<file path="config.mk">
export PLATFORM = sky130hd
export DESIGN_NAME = uart_rx
export DESIGN_NICKNAME = d
export VERILOG_FILES = /design/src/rtl/uart_pkg.sv /design/src/rtl/sync_2ff.sv /design/src/rtl/uart_rx.sv
export SDC_FILE = /design/constraint.sdc
export NUM_CORES = 1
export LEC_CHECK = 0
export CAP_MARGIN = 20
export CORE_ASPECT_RATIO = 1.4
export CORE_MARGIN = 2
export CORE_UTILIZATION = 55
export CTS_CLUSTER_DIAMETER = 200
export DETAILED_ROUTE_END_ITERATION = 10
export HOLD_SLACK_MARGIN = 0.08
export PLACE_DENSITY_LB_ADDON = 0.08
export SYNTH_ARGS = -nofsm -noshare
export SYNTH_HDL_FRONTEND = slang
export SYNTH_SLANG_ARGS = --single-unit
</file>
<file path="constraint.sdc">
create_clock -name clk -period 1.8 [get_ports clk]
set_input_delay 0.36 -clock clk [delete_from_list [all_inputs] [get_ports clk]]
set_output_delay 0.36 -clock clk [all_outputs]
set_load 0.1 [all_outputs]
</file>
<file path="src/rtl/uart_pkg.sv">
// uart_pkg: shared UART types, oversampling defaults and tick helpers
package uart_pkg;
  typedef enum logic [2:0] {IDLE, START, DATA, STOP, BRK_WAIT} state_t;
  localparam int OVERSAMPLE = 16;
  function automatic int mid_tick(input int os);
    return os / 2 - 1;
  endfunction
  function automatic int last_tick(input int os);
    return os - 1;
  endfunction
  localparam int MID_TICK = mid_tick(OVERSAMPLE);
  localparam int LAST_TICK = last_tick(OVERSAMPLE);
endpackage

</file>
<file path="src/rtl/sync_2ff.sv">
// sync_2ff: two-flop synchronizer for asynchronous inputs with configurable reset value
module sync_2ff #(
  parameter int WIDTH = 1,
  parameter logic [WIDTH-1:0] RESET_VAL = '1
) (
  input  logic             clk,
  input  logic             reset,
  input  logic [WIDTH-1:0] d,
  output logic [WIDTH-1:0] q
);
  logic [WIDTH-1:0] meta;
  always_ff @(posedge clk or posedge reset)
    if (reset) begin
      meta <= RESET_VAL;
      q    <= RESET_VAL;
    end else begin
      meta <= d;
      q    <= meta;
    end
endmodule

</file>
<file path="src/rtl/uart_rx.sv">
// uart_rx: oversampled 8N1-style UART receiver with mid-bit sampling and break handling
module uart_rx #(
  parameter int DATA_BITS  = 8,
  parameter int OVERSAMPLE = uart_pkg::OVERSAMPLE
) (
  input  logic                 clk,
  input  logic                 reset,
  input  logic                 baud_tick,
  input  logic                 rx,
  output logic [DATA_BITS-1:0] rx_data,
  output logic                 rx_valid,
  output logic                 frame_err,
  output logic                 rx_busy
);
  import uart_pkg::*;
  localparam int TW = $clog2(OVERSAMPLE);
  localparam int BW = $clog2(DATA_BITS);
  localparam logic [TW-1:0] MID = TW'(mid_tick(OVERSAMPLE));
  localparam logic [TW-1:0] LAST = TW'(last_tick(OVERSAMPLE));
  localparam logic [BW-1:0] LAST_BIT = BW'(DATA_BITS - 1);
  if (DATA_BITS < 5 || DATA_BITS > 9) begin : g_bad_bits
    $error("uart_rx: DATA_BITS must be 5..9");
  end
  if (OVERSAMPLE < 8 || OVERSAMPLE % 2 != 0) begin : g_bad_os
    $error("uart_rx: OVERSAMPLE must be even and >= 8");
  end
  logic                 rx_s;
  state_t               state;
  logic [TW-1:0]        tick_cnt;
  logic [BW-1:0]        bit_cnt;
  logic [DATA_BITS-1:0] shreg;
  sync_2ff #(.WIDTH(1), .RESET_VAL(1'b1)) u_sync (
    .clk  (clk),
    .reset(reset),
    .d    (rx),
    .q    (rx_s)
  );
  assign rx_busy = state != IDLE;
  always_ff @(posedge clk or posedge reset)
    if (reset) begin
      state     <= IDLE;
      tick_cnt  <= '0;
      bit_cnt   <= '0;
      shreg     <= '0;
      rx_data   <= '0;
      rx_valid  <= 1'b0;
      frame_err <= 1'b0;
    end else begin
      rx_valid  <= 1'b0;
      frame_err <= 1'b0;
      case (state)
        IDLE:
          if (!rx_s) begin
            state    <= START;
            tick_cnt <= '0;
          end
        START:
          if (baud_tick) begin
            if (tick_cnt == MID) begin
              tick_cnt <= '0;
              bit_cnt  <= '0;
              state    <= rx_s ? IDLE : DATA;
            end else tick_cnt <= tick_cnt + 1'b1;
          end
        DATA:
          if (baud_tick) begin
            if (tick_cnt == LAST) begin
              tick_cnt <= '0;
              shreg    <= {rx_s, shreg[DATA_BITS-1:1]};
              bit_cnt  <= bit_cnt + 1'b1;
              if (bit_cnt == LAST_BIT) state <= STOP;
            end else tick_cnt <= tick_cnt + 1'b1;
          end
        STOP:
          if (baud_tick) begin
            if (tick_cnt == LAST) begin
              tick_cnt <= '0;
              if (rx_s) begin
                rx_data  <= shreg;
                rx_valid <= 1'b1;
                state    <= IDLE;
              end else begin
                frame_err <= 1'b1;
                state     <= BRK_WAIT;
              end
            end else tick_cnt <= tick_cnt + 1'b1;
          end
        BRK_WAIT:
          if (rx_s) state <= IDLE;
        default: state <= IDLE;
      endcase
    end
endmodule

</file>
==> run_results.csv, run 1 <==
group,metric,value,unit
timing,fin_ws,0.108,ns
placed_design,dp_cells,159,
timing,slew_headroom,75.4,%
route,viasPerCell,5.75,
clock_network,postCtsHoldBufs,0,
hold_path,min_path_cells,0,
route,routed_wirelength,2620,microns
outcome,status,"finished clean",
hold_path,hold_path_class,"reg -> reg",
job,drv_cap,0,
global_routing,grt_pass1_vias,1038,
logic_synthesis,synth_seq_cells,30,
logic_synthesis,synthArstFlopShare,100,%
critical_path,r2r_start,"tick_cnt[0]",
global_routing,grt_pass1_wl,4600,microns
timing,rsz0062_at_grt,"no",
power,p_leak,0.859,nW
route,antenna_left,0,
critical_path,crit_path_top_delay_cell,"dfrtp_1",
timing,fin_crit_sh,94.0,%
logic_synthesis,synth_area,1460,sq um
timing,setup_viol,0,
route,vias,977,
die,rows,22,
logic_synthesis,ys.flop_type,"dfrtp_1",
clock_network,cts_tree,"built",
route,drc,0,
logic_synthesis,syn_avg_cell_area,13.3,sq um
placed_design,detailed_place_hpwl,1800,microns
critical_path,cp_max_fo,9,
global_routing,track_usage,21.6,%
clock_network,clkSlewWorstSetupHoldPaths,0.10,ns
global_routing,grt_max_degree,31,
power,peakVddDrop,992,uV
global_routing,antenna_found_initial,0,
die,die_w,47.5,microns
critical_path,r2r_cells,4,
critical_path,r2r_end,"rx_data[3]",
logic_synthesis,synth.distinct_cells,38,
hold_path,holdPathEnd,"u_sync.q",
route,dr.pass1.iters,4,
layout,final_nets,140,
timing,slew_viol_final,0,
global_routing,grt_overflow,0,
logic_synthesis,yosysTopAreaCell,"dfrtp_1",
logic_synthesis,syn_inst,109,
logic_synthesis,ys_seq_area_share,51.8,%
critical_path,rrSetupSlack,0.11,ns
critical_path,required,2.01,ns
placed_design,dpl_cell_area,1740,sq um
route,routedWlPerCell,15.4,microns
logic_synthesis,synth.area.top_cells,"dfrtp_1, mux2_4, dfstp_2",
layout,drive_above_1_share,41.0,%
clock_network,root_buffer,"clkbuf_4",
logic_synthesis,synth_fp_nets,116,
placed_design,place_worst_setup_slack,-0.226,ns
critical_path,crit_type,"reg -> reg",
power,power,0.00189,W
clock_network,clock_latency,0.33,ns
critical_path,path_cells,"ha_1, and3b_1, and4_4, mux2_4",
critical_path,endpoint_kind,"register",
hold_path,hp-start,"u_sync.meta",
clock_network,cts_sinks,30,
timing,fin_worst_skew,0.0139,ns
logic_synthesis,yosys_warnings,0,
die,die_h,64.9,microns
timing,worstMarginPinSlew,0.370,ns
power,power_density,1020,nW/um^2
layout,diodes,0,
critical_path,slowest_delay,0.40,ns
layout,postLayoutCellArea,1850,sq um
critical_path,arrival,1.90,ns
placed_design,gp_congestion,0.760,
clock_network,htree_levels,2,
clock_network,cts_made_buffers,5,
layout,syn_to_final_growth,27.3,%
route,drtIter0Drc,15,
timing,min_period,1.69,ns
layout,finalNonFillerCells,170,
placed_design,io_buffer_count,14,
clock_network,clk_path_buf_depth,2,
die,die-area,3080,sq um
logic_synthesis,synth_edf_count,0,
logic_synthesis,yosysTopAreaCellShare,48.2,%
timing,max_freq,591,MHz
die,num_io_pins,15,
die,core_area,2560,sq um
timing,hold_violations,0,
critical_path,startpoint_type,"register",
die,start_util,56.8,%
[layout by cell type, fill, tap and decap left out, drive strengths merged, types with 2 or more instances in the layout]
| cell | n |
|---|---|
| a21oi | 7 |
| a221oi | 4 |
| and3 | 2 |
| and4 | 2 |
| buf | 19 |
| clkbuf | 5 |
| clkdlybuf4s50 | 3 |
| clkinv | 2 |
| dfrtp | 28 |
| dfstp | 2 |
| ha | 3 |
| inv | 8 |
| mux2 | 16 |
| mux2i | 2 |
| nand2 | 3 |
| nand3 | 2 |
| nor2 | 3 |
| nor2b | 2 |
| o21ai | 3 |
[cell families (layout without fill, tap and decap cells)]
group                    after synthesis  in the layout  share of synthesized area (%)
XOR/XNOR                               1              1                          0.602
buffers and inverters                 13             38                           5.93
flip-flops                            30             30                           51.8
multiplexers                          18             18                           17.6
AND/OR/NAND/NOR                       21             21                           10.5
AO/OA/AOI/OAI                         23             23                           11.0
adder cells (fa/ha/maj)                3              3                           2.58
[layer usage]
layer / GRT usage (%) / vias up / wire, microns
met1: 22.4 / 494 / 998
li1: - / 450 / -
met4: 11.1 / 0 / 76
met3: 6.69 / 8 / 99
met2: 36.7 / 25 / 1440
met5: 0 / - / 0
[metrics by stage]
| step | setup TNS (ns) | utilization (%) | hold WS (ns) |
|---|---|---|---|
| floorplan | 0 | - | 0.345 |
| global placement | -2.72 | 68.1 | 0.346 |
| detailed placement | -3.62 | 68.1 | 0.351 |
| CTS | 0 | 72.3 | 0.365 |
| global route | 0 | 72.3 | 0.369 |
| finish | 0 | 72.3 | 0.363 |
[layout make-up]
type                       count  area (sq um)
sequential                    30           757
fill                         182           708
multi-input combinational     66           619
timing repair buffer          22           323
tap                           36          45.0
clock inverter                 3          40.0
clock buffer                   5          37.5
inverter                       8          30.0
[timing repair]
item	4_1_cts	5_1_grt
endpoints found under the setup margin	1	0
setup buffers	3	0
gates resized for setup	4	0
[power breakdown]
group          leakage, nW  total (W)  switching [W]  internal [W]
registers            0.392   0.000822      0.0000747      0.000748
clock network       0.0450   0.000526       0.000239      0.000287
logic                0.422   0.000546       0.000321      0.000225
[synthesized netlist by cell type, types with 2 or more instances]
master,count
mux2i_1,2
and3_1,2
buf_6,3
nor2b_1,2
a221oi_1,4
nand3_1,2
ha_1,3
inv_1,7
nand2_1,3
dfstp_2,2
mux2_4,15
a21oi_1,7
dfrtp_1,28
o21ai_0,3
nor2_1,3
[state kept, by name, summed over array words and instances (netlist names), 3 cells and up]
register	count
bit_cnt	3
rx_data	8
shreg	8
state	3
tick_cnt	4
[worst max path at each step]
stage                      end  slack (ns)  cells after the start   startpoint
floorplan              rx_busy        0.22                      2     state[2]
detailed placement    shreg[7]       -0.23                      5    baud_tick
global placement    rx_data[0]       -0.18                      4    baud_tick
global route          shreg[7]        0.01                      5  tick_cnt[0]
CTS                 rx_data[3]        0.11                      4  tick_cnt[0]
finish              rx_data[3]        0.11                      4  tick_cnt[0]
[critical path, delay by kind of cell, from the launching register on]
family,cells,cell delay (ns)
multiplexers,1,0.32
flip-flops,1,0.40
AND/OR/NAND/NOR,2,0.57
adder cells (fa/ha/maj),1,0.28
Power figures use the tool's default switching activity.
==> run 2, diff against run 1 <==
SKIP_CTS_REPAIR_TIMING = 1   (was not set)
==> run_results.csv, run 2 (same netlist as run 1, synthesis figures left out) <==
group,metric,value,unit
critical_path,slowest_delay,0.40,ns
clock_network,clkSlewWorstSetupHoldPaths,0.10,ns
critical_path,path_cells,"ha_1, and3b_1, and4_4, mux2_4",
timing,slew_viol_final,0,
timing,fin_worst_skew,0.0129,ns
timing,setup_viol,0,
power,power_switching,0.000628,W
global_routing,grt_max_degree,31,
clock_network,cts_made_buffers,5,
power,p_clk_share,27.8,%
critical_path,startpoint_type,"register",
layout,fillerInstances,177,
route,routed_wirelength,2590,microns
timing,fin_crit_sh,93.5,%
route,antenna_left,0,
layout,layout_common_cells,"dfrtp_1, mux2_4, buf_12",
layout,final_nets,140,
power,peakVddDrop,1050,uV
timing,min_period,1.68,ns
clock_network,cts_tree,"built",
route,drtIter0Drc,21,
critical_path,endpoint_kind,"register",
die,rows,22,
layout,diodes,0,
placed_design,dp_cells,159,
clock_network,clock_latency,0.33,ns
die,die_w,47.5,microns
die,start_util,56.8,%
die,die-area,3080,sq um
clock_network,cts_sinks,30,
critical_path,crit_path_top_delay_cell,"dfrtp_1",
critical_path,required,2.01,ns
clock_network,clk_path_buf_depth,2,
placed_design,detailed_place_hpwl,1800,microns
power,internal_power,0.00126,W
layout,finalNonFillerCells,170,
critical_path,crit_type,"reg -> reg",
power,swShare,33.3,%
die,die_h,64.9,microns
layout,multi_input_area,619,sq um
outcome,status,"finished clean",
route,viasPerCell,5.61,
power,power_density,1020,nW/um^2
layout,top_regs,"rx_data (8), shreg (8), tick_cnt (4)",
layout,drive_above_1_share,41.0,%
clock_network,htree_levels,2,
timing,setup-tns-final,0,ns
die,core_area,2560,sq um
route,vias,953,
job,drv_cap,0,
global_routing,track_usage,21.1,%
placed_design,io_buffer_count,14,
layout,syn_to_final_growth,27.3,%
hold_path,hold_path_class,"reg -> reg",
global_routing,antenna_found_initial,0,
timing,worstMarginPinSlew,0.371,ns
global_routing,grt_pass1_vias,1015,
route,routedWlPerCell,15.2,microns
placed_design,gp_congestion,0.760,
layout,register_area,757,sq um
route,dr.pass1.iters,4,
route,drc,0,
power,seqPwrFrac,43.7,%
power,power_frac_comb,28.5,%
power,p_leak,0.859,nW
global_routing,grt_pass1_wl,4500,microns
critical_path,arrival,1.89,ns
global_routing,grt_overflow,0,
layout,layout_commonest_cell,"dfrtp_1",
timing,hold_violations,0,
clock_network,root_buffer,"clkbuf_4",
critical_path,cp_max_fo,9,
timing,slew_headroom,75.3,%
die,num_io_pins,15,
timing,rsz0062_at_grt,"no",
timing,max_freq,594,MHz
==> run 2: metal layers <==
| metal | vias up | track usage [%] | routed length [microns] |
|---|---|---|---|
| met1 | 478 | 21.7 | 1020 |
| li1 | 449 | - | - |
| met3 | 6 | 6.69 | 82 |
| met4 | 0 | 11.1 | 61 |
| met2 | 20 | 35.8 | 1430 |
| met5 | - | 0 | 0 |
==> run 2: power groups by stage <==
stage	clock [W]	sequential [W]	combinational, W
floorplan	0	0.000819	0.000405
global placement	0	0.000864	0.000451
detailed placement	0	0.000870	0.000469
CTS	0.000543	0.000857	0.000472
global route	0.000571	0.000837	0.000598
finish	0.000524	0.000825	0.000539
==> run 2: final cells by class <==
cell class,instances,share of cell area [%]
Timing Repair Buffer,22,17.4
Tap cell,36,2.43
Sequential cell,30,40.9
Inverter,8,1.62
Multi-Input combinational cell,66,33.4
Clock inverter,3,2.16
Clock buffer,5,2.03
==> run 2: path summary, 6_finish.rpt <==
path                             start         end  slack [ns]  depth (start not counted)
min reg2reg                u_sync.meta    u_sync.q        0.36                          0
max in group asynchronous        reset    u_sync.q        1.10                          3
max                        tick_cnt[0]  rx_data[3]        0.12                          4
min                        u_sync.meta    u_sync.q        0.36                          0
max reg2reg                tick_cnt[0]  rx_data[3]        0.12                          4
min in group asynchronous        reset    state[0]        0.39                          3
==> run 2: through the flow <==
stage | instance area, sq um | util [%] | hold slack (ns) | total power [W] | worst slack, ns
2_1_floorplan | 1460 | - | 0.345 | 0.00122 | 0.220
3_5_place_dp | 1740 | 68.1 | 0.351 | 0.00134 | -0.226
4_1_cts | 1820 | 71.2 | 0.365 | 0.00187 | -0.148
5_1_grt | 1850 | 72.3 | 0.369 | 0.00201 | 0.0179
6_report | 1850 | 72.3 | 0.362 | 0.00189 | 0.116
3_3_place_gp | 1740 | 68.1 | 0.346 | 0.00132 | -0.185
==> run 2: critical path, delay by kind of cell (launching register included) <==
kind | cells | cell delay, ns
AND/OR/NAND/NOR | 2 | 0.57
flip-flops | 1 | 0.40
multiplexers | 1 | 0.32
adder cells (fa/ha/maj) | 1 | 0.28
==> variant 1 (config.mk and constraints of run 1) <==
Change the parameter `RESET_VAL` from 1'b1 to 1'b0.
--- a/src/rtl/uart_rx.sv
+++ b/src/rtl/uart_rx.sv
@@ -31,3 +31,3 @@
   logic [DATA_BITS-1:0] shreg;
-  sync_2ff #(.WIDTH(1), .RESET_VAL(1'b1)) u_sync (
+  sync_2ff #(.WIDTH(1), .RESET_VAL(1'b0)) u_sync (
     .clk  (clk),
Behaviour: not the same (Yosys sat finds a counterexample within 4 cycles, from zero or initial values and one cycle with reset high).
==> variant 1 against run 1 <==
Power decreased by 6.7%. Non-clock buffer count unchanged. Area after synthesis decreased by 0.17%. Sequential cell count unchanged. Wire length increased by 3.3%. First-iteration DRC count increased by 60%. Setup slack got worse by 0.0088 ns. Final area decreased by 1.6%. Die area decreased by 0.15%. Critical path type unchanged. Largest cell class unchanged.
==> variant 1: results (changes against run 1) <==
detailed-placement wirelength estimate: 1.94 mm (+7.3%)
via count normalized by instance count: 5.66 (-1.5%)
Worst Clk Skew: 0.00901 ns (-0.00487 ns)
type of the worst min-delay path: reg -> reg
sequential fraction of the synthesis area: 51.7% (-0.083 points)
Cell Area, Placed: 1740 um2 (-0.14%)
CP top delay family: flip-flops
peak supply drop: 0.661 mV (-33%)
Top Registers: rx_data: 8 flops, shreg: 8 flops, tick_cnt: 4 flops
all-layer global routing usage: 22.6% (+1.0 points)
# port buffers: 14 (unchanged)
CP Data Arrival Time: 1.92 ns (+0.02 ns)
Static Leakage: 0.000846 uW (-1.5%)
initial drt markers: 24 (+9)
grt met1 use: 28.0% (+5.6 points)
met2 GRT Util: 36.5% (-0.17 points)
vias in the first global route: 1044 (+0.58%)
vias post-DR: 951 (-2.7%)
area taken by multi-input logic gates: 619 um2 (unchanged)
GPL Wtd Cong: 0.798 (+5.1%)
Rel. slew slack: 74.9% (-0.46 points)
fillcell total: 187 (+2.7%)
synth cell count leaders: 30 x dfrtp_1, 15 x mux2_4, 7 x a21oi_1, 7 x inv_1, 4 x a221oi_1
first-pass GRT wire length: 4.92 mm (+6.9%)
layout cells sized above 1: 38.6% (-2.4 points)
Avg WL per Cell: 16.1 um (+4.5%)
outcome: complete, no violations
Switching Share: 35.0% (+1.5 points)
Syn Area/Cell: 13.3 um2 (-0.17%)
[variant 1: through the flow]
| step | setup slack, ns | setup TNS (ns) |
|---|---|---|
| floorplan | 0.220 | 0 |
| global placement | -0.191 | -2.80 |
| detailed placement | -0.228 | -3.41 |
| CTS | 0.0901 | 0 |
| global route | 0.00349 | 0 |
| finish | 0.0993 | 0 |
[variant 1: power by group through the flow]
| stage | combinational, uW | clock [uW] | sequential [uW] |
|---|---|---|---|
| 6_report | 549 | 396 | 822 |
| 5_1_grt | 618 | 443 | 830 |
| 4_1_cts | 550 | 408 | 819 |
| 3_5_place_dp | 477 | 0 | 864 |
| 3_3_place_gp | 453 | 0 | 861 |
| 2_1_floorplan | 405 | 0 | 817 |
[variant 1: layout make-up]
type / instances / area share (%)
inverters: 8 / 1.65
multi-input cells: 66 / 34.0
well taps: 36 / 2.47
flip-flops and latches: 30 / 41.4
repair buffers: 22 / 17.7
clock buffers: 6 / 2.81
[variant 1: cell families after synthesis]
logic type / synth area share (%)
flops: 51.7
compound gates: 11.0
simple gates: 10.5
mux: 17.7
buf+inv: 5.94
fa+ha+maj: 2.58
xor+xnor: 0.603
[variant 1: what timing repair did]
item                       CTS  global route
setup endpoints to repair    1             0
setup buffers                3             0
gates resized for setup      4             0
[variant 1: per-layer routing]
metal / routed length, um / vias up
li1: - / 445
met1: 1070 / 480
met2: 1490 / 22
met3: 96 / 4
met4: 43 / 0
met5: 0 / -
[variant 1: path summary, 6_finish.rpt]
| kind | from | end | slack [ns] | cells after the start |
|---|---|---|---|---|
| max in group asynchronous | reset | state[1] | 1.10 | 3 |
| worst max-delay path | tick_cnt[0] | shreg[7] | 0.1 | 5 |
| worst max register to register | tick_cnt[0] | shreg[7] | 0.1 | 5 |
| worst min register to register | u_sync.meta | u_sync.q | 0.38 | 0 |
| min in group asynchronous | reset | tick_cnt[3] | 0.40 | 3 |
| worst min-delay path | u_sync.meta | u_sync.q | 0.38 | 0 |
==> variant 2 (config.mk and constraints of run 1) <==
Made on the original files. Reset style: synchronous (`reset`), changed in 2 clocked blocks. Comments in the files are not updated.
--- a/src/rtl/sync_2ff.sv
+++ b/src/rtl/sync_2ff.sv
@@ -11,3 +11,3 @@
   logic [WIDTH-1:0] meta;
-  always_ff @(posedge clk or posedge reset)
+  always_ff @(posedge clk)
     if (reset) begin
--- a/src/rtl/uart_rx.sv
+++ b/src/rtl/uart_rx.sv
@@ -38,3 +38,3 @@
   assign rx_busy = state != IDLE;
-  always_ff @(posedge clk or posedge reset)
+  always_ff @(posedge clk)
     if (reset) begin
Check against the original RTL: differs if reset is asserted again (counterexample within 4 cycles, from zero or initial values and one cycle with reset high); with reset held inactive, the same outputs for 10 cycles.
==> variant 2 against run 1 <==
Cell count grew 5.9%. Setup slack worse by 0.036 ns. Clock skew is 0.0051 ns lower. Die area is 11% lower. Final area decreased by 8.4%. Core utilization increased by 4.7 points. Count of clock-buffer cells in the layout up 2. Wire length fell by 5.5%. Sequential share of layout area fell by 5.4 points. Area after synthesis is 12% lower. Sequential cell count unchanged. Via count is 3.8% higher. Critical endpoint is now rx_busy.
Power is not compared: it rests on default switching activity, and its combinational part moved more than twofold at a synthesized area within 25%.
==> variant 2: results (changes against run 1) <==
outcome: complete, no violations
Cell Area, Placed: 1630 um2 (-6.3%)
Worst Clk Skew: 0.00880 ns (-0.00508 ns)
post-synthesis net count: 140 (+21%)
drt pass-1 iters: 4 (unchanged)
all-layer global routing usage: 21.9% (+0.34 points)
Inst Count DP: 172 (+8.2%)
largest net degree at the start of global routing: 28 (-9.7%)
Clock Root Buffer: clkbuf_4
sequential fraction of the synthesis area: 46.8% (-5.0 points)
via count normalized by instance count: 5.63 (-2.0%)
Rel. slew slack: 77.2% (+1.9 points)
initial drt markers: 10 (-5)
synth cell count leaders: 30 x dfxtp_1, 22 x nor2_1, 17 x mux2i_1
first-pass GRT wire length: 4.22 mm (-8.3%)
vias post-DR: 1014 (+3.8%)
GPL Wtd Cong: 0.883 (+16%)
post-synthesis cell count: 133 (+22%)
vias in the first global route: 951 (-8.4%)
Slowest-stage cell, CP: or3_1
synth top area cells: dfxtp_1 47%, mux2i_1 13%, nor2_1 6.4%
ys async rst share: 0% (-100 points)
DRT Wirelength: 2.47 mm (-5.5%)
Static Leakage: 0.000621 uW
CTS Buf Count: 5 (unchanged)
detailed-placement wirelength estimate: 1.84 mm (+1.8%)
CP Data Arrival Time: 1.37 ns (-0.53 ns)
Post-synth top flop: dfxtp_1
max incr delay on CP: 0.36 ns (-0.04 ns)
worst-path maximum fanout: 10 (+1)
Synth warnings: 0 (unchanged)
layout cells sized above 1: 24.7% (-16 points)
## variant 2: cell types whose count changed in the layout (fill, tap and decap cells not counted), moves of 3 or more
cell | run 1 | this run
a221oi_1 | 4 | 0
a311oi_1 | 0 | 4
buf_4 | 7 | 10
dfrtp_1 | 25 | 0
dfrtp_2 | 3 | 0
dfxtp_1 | 0 | 29
inv_1 | 7 | 2
mux2_4 | 15 | 0
mux2i_1 | 2 | 17
nand2b_1 | 1 | 4
nor2_1 | 3 | 22
or2_2 | 0 | 3
## variant 2: layout make-up
class	instances	area (um2)
clock buffer	7	55.1
clock inverter	1	5.00
fill	146	505
inverter	2	7.51
multi-input combinational	92	634
sequential	30	602
tap	22	27.5
timing repair buffer	26	365
## variant 2: metal layers
| metal | vias to the layer above | part of all wire, % | GRT usage [%] |
|---|---|---|---|
| li1 | 514 | - | - |
| met1 | 473 | 39 | 23.6 |
| met2 | 21 | 54 | 37.5 |
| met3 | 6 | 5.0 | 8.80 |
| met4 | 0 | 1.9 | 10.1 |
| met5 | - | 0 | 0 |
## variant 2: path summary, 6_finish.rpt
check,startpoint,end,slack (ns),cells past startpoint
max reg2reg,tick_cnt[0],rx_data[3],0.16,7
min,u_sync.meta,u_sync.q,0.42,1
max,state[2],rx_busy,0.07,3
min reg2reg,u_sync.meta,u_sync.q,0.42,1
## variant 2: what timing repair did
| item | in CTS | in global routing |
|---|---|---|
| endpoints found under the setup margin | 0 | 5 |
| buffers inserted | 0 | 0 |
| resized for setup | 0 | 2 |
## variant 2: report_power, final
part	switching, uW	internal, uW	leakage, uW
clock	213	189	0.0000353
combinational	35.1	25.5	0.000343
sequential	3.35	667	0.000243
## variant 2: cells by family after synthesis
family          share of synthesized area (%)
simple gates                             22.1
compound gates                           10.3
xor+xnor                                0.682
fa+ha+maj                                2.92
buf+inv                                  3.90
mux                                      13.3
flops                                    46.8
## variant 2: critical path: cells and delay by family, from the launching register on
family                 cells  cell delay [ns]
buffers and inverters      2             0.36
and+or+nand+nor            1             0.36
DFF                        1             0.32
## variant 2: through the flow
| step | worst slack [ns] | power (uW) | setup TNS (ns) | util, % | hold WS, ns |
|---|---|---|---|---|---|
| 4_1_cts | 0.0522 | 1150 | 0 | 76.9 | 0.420 |
| 2_1_floorplan | 0.0644 | 723 | 0 | - | 0.389 |
| 3_5_place_dp | -0.149 | 747 | -2.18 | 74.2 | 0.399 |
| 6_report | 0.0725 | 1130 | 0 | 77.0 | 0.420 |
| 5_1_grt | 0.0149 | 1190 | 0 | 77.0 | 0.452 |
| 3_3_place_gp | -0.125 | 746 | -1.58 | 74.2 | 0.395 |
